## config.mk

```make
export PLATFORM = sky130hd
export DESIGN_NAME = pipe_datapath
export DESIGN_NICKNAME = d
export VERILOG_FILES = /design/src/rtl/pipe_datapath.sv
export SDC_FILE = /design/constraint.sdc
export NUM_CORES = 1
export LEC_CHECK = 0
export CORE_AREA = 2 2 178 180
export DETAILED_ROUTE_END_ITERATION = 6
export DIE_AREA = 0 0 180 182
export HOLD_SLACK_MARGIN = 0.05
export SLEW_MARGIN = 20
export SYNTH_ARGS = -nofsm -noshare
export SYNTH_HDL_FRONTEND = slang
export SYNTH_SLANG_ARGS = --single-unit
export TNS_END_PERCENT = 10
```

## constraint.sdc

```tcl
create_clock -name clk_i -period 4.7 [get_ports clk_i]
set_input_delay 1.41 -clock clk_i [delete_from_list [all_inputs] [get_ports clk_i]]
set_output_delay 1.41 -clock clk_i [all_outputs]
set_load 0.03 [all_outputs]
```

## src/rtl/pipe_datapath.sv

```systemverilog
// X/M/W pipeline datapath: operand muxing, X>M>W forwarding,
// load-use interlock, stall and flush.
module pipe_datapath #(
  parameter int XLEN   = 32,
  parameter int NUM_FU = 4,
  parameter int RA_W   = 5,
  localparam int FSW   = (NUM_FU > 1) ? $clog2(NUM_FU) : 1
) (
  input  logic                   clk_i,
  input  logic                   rst_n_i,
  input  logic                   d_valid_i,
  input  logic [RA_W-1:0]        d_rs1_i,
  input  logic [RA_W-1:0]        d_rs2_i,
  input  logic [RA_W-1:0]        d_rd_i,
  input  logic                   d_rd_we_i,
  input  logic                   d_load_i,
  input  logic [1:0]             d_op1_sel_i,
  input  logic [1:0]             d_op2_sel_i,
  input  logic [FSW-1:0]         d_fu_sel_i,
  input  logic [XLEN-1:0]        reg1_data_i,
  input  logic [XLEN-1:0]        reg2_data_i,
  input  logic [XLEN-1:0]        pc_i,
  input  logic [XLEN-1:0]        imm_i,
  input  logic [NUM_FU*XLEN-1:0] fu_out_i,
  input  logic [XLEN-1:0]        mem_rdata_i,
  input  logic                   stall_i,
  input  logic                   flush_i,
  output logic [XLEN-1:0]        x_op1_o,
  output logic [XLEN-1:0]        x_op2_o,
  output logic [FSW-1:0]         x_fu_sel_o,
  output logic                   x_valid_o,
  output logic [XLEN-1:0]        m_alu_data_o,
  output logic                   m_valid_o,
  output logic [XLEN-1:0]        w_data_o,
  output logic [RA_W-1:0]        w_rd_o,
  output logic                   w_we_o,
  output logic                   hold_o
);

  logic            x_valid_q, x_rd_we_q, x_load_q;
  logic [RA_W-1:0] x_rd_q;
  logic [FSW-1:0]  x_fu_sel_q;
  logic [XLEN-1:0] x_op1_q, x_op2_q;

  logic            m_valid_q, m_rd_we_q, m_load_q;
  logic [RA_W-1:0] m_rd_q;
  logic [XLEN-1:0] m_alu_data_q;

  logic            w_valid_q, w_rd_we_q;
  logic [RA_W-1:0] w_rd_q;
  logic [XLEN-1:0] w_data_q;

  logic [XLEN-1:0] x_res, m_res;
  logic [XLEN-1:0] op1_d, op2_d;
  logic            hazard, capture;

  // Out-of-range selects yield zero.
  function automatic logic [XLEN-1:0] fu_pick(
    input logic [NUM_FU*XLEN-1:0] b,
    input logic [FSW-1:0]         s
  );
    fu_pick = '0;
    for (int k = 0; k < NUM_FU; k++)
      if (FSW'(k) == s) fu_pick = b[k*XLEN +: XLEN];
  endfunction

  assign x_res = fu_pick(fu_out_i, x_fu_sel_q);
  assign m_res = m_load_q ? mem_rdata_i : m_alu_data_q;

  function automatic logic [XLEN-1:0] fwd(
    input logic [RA_W-1:0] rs,
    input logic [XLEN-1:0] rf
  );
    fwd = rf;
    if (rs != '0) begin
      if (x_valid_q && x_rd_we_q && !x_load_q && x_rd_q == rs)
        fwd = x_res;
      else if (m_valid_q && m_rd_we_q && m_rd_q == rs)
        fwd = m_res;
      else if (w_valid_q && w_rd_we_q && w_rd_q == rs)
        fwd = w_data_q;
    end
  endfunction

  always_comb begin
    op1_d = '0;
    case (d_op1_sel_i)
      2'd0:    op1_d = fwd(d_rs1_i, reg1_data_i);
      2'd1:    op1_d = pc_i;
      default: op1_d = '0;
    endcase
  end

  always_comb begin
    op2_d = '0;
    case (d_op2_sel_i)
      2'd0:    op2_d = fwd(d_rs2_i, reg2_data_i);
      2'd1:    op2_d = imm_i;
      2'd2:    op2_d = XLEN'(4);
      default: op2_d = '0;
    endcase
  end

  assign hazard = x_valid_q && x_load_q && x_rd_we_q
               && (x_rd_q != '0)
               && ((d_op1_sel_i == 2'd0 && d_rs1_i == x_rd_q)
                || (d_op2_sel_i == 2'd0 && d_rs2_i == x_rd_q));
  assign hold_o  = stall_i | hazard;
  assign capture = d_valid_i & ~hold_o & ~flush_i;

  always_ff @(posedge clk_i or negedge rst_n_i) begin
    if (!rst_n_i) begin
      x_valid_q  <= 1'b0;
      x_rd_we_q  <= 1'b0;
      x_load_q   <= 1'b0;
      x_rd_q     <= '0;
      x_fu_sel_q <= '0;
      x_op1_q    <= '0;
      x_op2_q    <= '0;
    end else begin
      x_valid_q <= capture;
      if (capture) begin
        x_rd_we_q  <= d_rd_we_i;
        x_load_q   <= d_load_i;
        x_rd_q     <= d_rd_i;
        x_fu_sel_q <= d_fu_sel_i;
        x_op1_q    <= op1_d;
        x_op2_q    <= op2_d;
      end
    end
  end

  // M and W never stall.
  always_ff @(posedge clk_i or negedge rst_n_i) begin
    if (!rst_n_i) begin
      m_valid_q    <= 1'b0;
      m_rd_we_q    <= 1'b0;
      m_load_q     <= 1'b0;
      m_rd_q       <= '0;
      m_alu_data_q <= '0;
      w_valid_q    <= 1'b0;
      w_rd_we_q    <= 1'b0;
      w_rd_q       <= '0;
      w_data_q     <= '0;
    end else begin
      m_valid_q    <= x_valid_q;
      m_rd_we_q    <= x_rd_we_q;
      m_load_q     <= x_load_q;
      m_rd_q       <= x_rd_q;
      m_alu_data_q <= x_res;
      w_valid_q    <= m_valid_q;
      w_rd_we_q    <= m_rd_we_q;
      w_rd_q       <= m_rd_q;
      w_data_q     <= m_res;
    end
  end

  assign x_op1_o      = x_op1_q;
  assign x_op2_o      = x_op2_q;
  assign x_fu_sel_o   = x_fu_sel_q;
  assign x_valid_o    = x_valid_q;
  assign m_alu_data_o = m_alu_data_q;
  assign m_valid_o    = m_valid_q;
  assign w_data_o     = w_data_q;
  assign w_rd_o       = w_rd_q;
  assign w_we_o       = w_valid_q & w_rd_we_q & (w_rd_q != '0);

endmodule

```

==> results.md <==
* Reg area at 0.00383 mm^2
* Fill count at 2900
* Area added between synthesis and finish at 59.4%
* I/O pins at about 460
* Hold Path Class: reg -> reg
* Leakage at 5.76 nW
* Cell Chain, Critical Path: clkdlybuf4s50_1 -> xor2_1 -> nor3_2 -> a41oi_2 -> nand2_1 -> buf_4
* Reg-to-Reg End: x_op2_o[1]
* RSZ-0062 raised after global routing: false
* Critical Path Source Type: primary input
* Core area at 0.0310 mm^2
* Crit Path Category: in -> out
* Synth warn at 0
* Top_reg_cell synth: dfrtp_1
* Final max-slew violation count at 0
* Buf+Inv Stages, Crit Path at 2
* Asr flop ratio synth at 100%
* Final nets at 1644
* First-pass GRT wire length at around 68000 um
* Vias/cell at 5.62
* Clock buffer depth at 2
* Fmax achieved at 230 MHz
* CTS HTree Levels at 4
* Synthesized instance count at 908
* Library cells used by synthesis at 53
* CTS sink count at 153
* Synth Cell Area at between 0.009 and 0.01 mm^2
* Top Usage Layer GRT: met2
* CTS tree: yes
* Most common cell after layout, fill and taps aside: clkdlybuf4s50_1
* Inst Count DP at between 1500 and 2000
* Postcts setup bufs at 0
* Final setup TNS at 0 ns
* Arr. time, crit path at 2.94 ns
* Final hold violation count at 0
* Worst Hold Depth at 0
* Hold Crit Start: m_rd_we_q
* Initial Util at 30.9%
* Post-DP HPWL at 32900 um
* Gpl congestion at 0.912
* Top Family by Delay on Critical Path: buffers and inverters
* Crit share post-route at 92.5%
* Vias in the first global route at approximately 10000
* Syn Nets at 1224
* Drt first-iter violations at 764
* Largest net degree at the start of global routing at 71
* Reg2reg path depth at 6
* Slew @ Worst Pin at 1.04 ns
* Worst EP required at between 3 and 4 ns
* Clock Skews at 0.0162 ns
* Post-CTS Hold Fix Bufs at 0
* CTS resizes at 0
* Worst-Skew Late Latency at 0.43 ns
* GR Util All Layers at between 20 and 30%
* CP max stage cell: clkdlybuf4s50_1
* DRC Markers at 0
* RR Startpoint: x_rd_q[0]
* Commonest cells after routing, fill and taps aside: clkdlybuf4s50_1 (452), dfrtp_1 (150), nand2_1 (87)
* Die H at 182 um
* Clock-pin slew on the worst setup and hold paths at 0.07 ns
* Max_slew headroom at 30.6%
* Met3 Resource Use GR at 7.72%
* Status: completed
* Initial antenna violation count at 7
* Pre-antenna DRT Iters at 5
* Number of max-cap violations at 0
* EDFF count, synth at 0
* GRT Residual Overflow at 0
* Port buffer count at 454
* Avg Cell Area, Syn at 10.6 um^2
* Total routed wirelength at 45800 um
* Die area at ~0.033 mm^2
* Hold EP: w_rd_we_q
* CP max stage delay at 0.52 ns
* Critical Path End Type: output pin
* Multi-input gate area at about 0.0054 mm^2
* Register area share after synthesis at 39.9%
* Finished Layout Cells at 1749
* GR met2 Demand/Resource at a little under half
* Row count at 65
* PwrDens at 361 mW/mm^2
* FF+latch count, synth at 153
* CTS buffer count at 17
* Antenna-violating nets left at 0
* Final min period at about 4.3 ns
* Fraction of layout cells with a size suffix above 1 at 13.9%
* Maximum vdd drop at around 0.22 mV
* R2R setup slack at 2.08 ns
* Root Driver: clkbuf_16
* Avg WL per Cell at between 20 and 30 um
* Worst-path fanout max at 5
* M1 GR Usage at around a third
* Setup violators final at 0
* Die Width at between 150 and 200 um
* Via count at 9833
cells by family after synthesis:
kind of cell / share of synthesized area, %
xor+xnor: 2.74
flops: 39.9
compound gates: 20.6
simple gates: 13.6
mux: 18.9
buf+inv: 4.31
cell type report:
cell class	count	share of cell area [%]
Tap cell	402	3.29
Sequential cell	153	25.1
Clock buffer	20	2.92
Clock inverter	12	1.24
Multi-Input combinational cell	662	35.5
Antenna cell	6	0.0982
Timing Repair Buffer	489	31.8
Inverter	5	0.123
per-layer routing:
layer	wire length, um	vias up	part of all wire [%]
li1	-	4364	-
met1	17800	4875	39
met2	22600	506	49
met3	3710	88	8.1
met4	1660	0	3.6
met5	0	-	0
sequential cells by signal, summed over array words and instances (netlist names):
register,cells
m_rd_q,5
w_valid_q,1
x_valid_o,1
m_rd_we_q,1
m_alu_data_o,32
w_rd_we_q,1
x_op1_o,32
x_rd_q,5
w_rd_o,5
w_data_o,32
x_op2_o,32
m_valid_o,1
x_fu_sel_o,2
x_rd_we_q,1
m_load_q,1
x_load_q,1
synthesized netlist by cell type, drive strengths merged (32+ instances only):
library cell  instances  area, um^2
a21oi                37         185
and2                 34         213
buf                  38         206
clkbuf               50         188
dfrtp               153        3830
mux2                 42         473
mux2i                62         621
mux4                 32         721
nand2                89         334
nor2                 62         235
o21ai                32         160
o221ai               61         709
worst max-delay path by stage:
stage / startpoint / endpoint / slack (ns) / cells after the start
after floorplan: d_rs2_i[2] / hold_o / 1.05 / 4
after global placement: d_rs2_i[2] / hold_o / 0.38 / 6
after detailed placement: d_rs2_i[2] / hold_o / 0.35 / 6
after CTS: d_rs2_i[2] / hold_o / 0.35 / 6
after global routing: d_rs2_i[2] / hold_o / 0.23 / 6
final: d_rs2_i[2] / hold_o / 0.35 / 6
per-stage QoR:
stage	power (mW)	utilization (%)	setup slack, ns	hold slack, ns	area [um^2]
detailed placement	3.99	47.2	0.353	0.363	14600
global route	5.73	49.3	0.227	0.404	15300
floorplan	2.85	-	1.05	0.354	9590
CTS	5.55	49.3	0.346	0.379	15300
finish	5.52	49.3	0.353	0.379	15300
global placement	3.98	47.2	0.380	0.364	14600
power breakdown:
| part | switching, mW | internal, mW | leakage, nW |
|---|---|---|---|
| Clock | 0.637 | 0.916 | 0.297 |
| Combinational | 1.16 | 0.987 | 3.64 |
| Sequential | 0.248 | 1.58 | 1.83 |
Power figures use the tool's default switching activity.
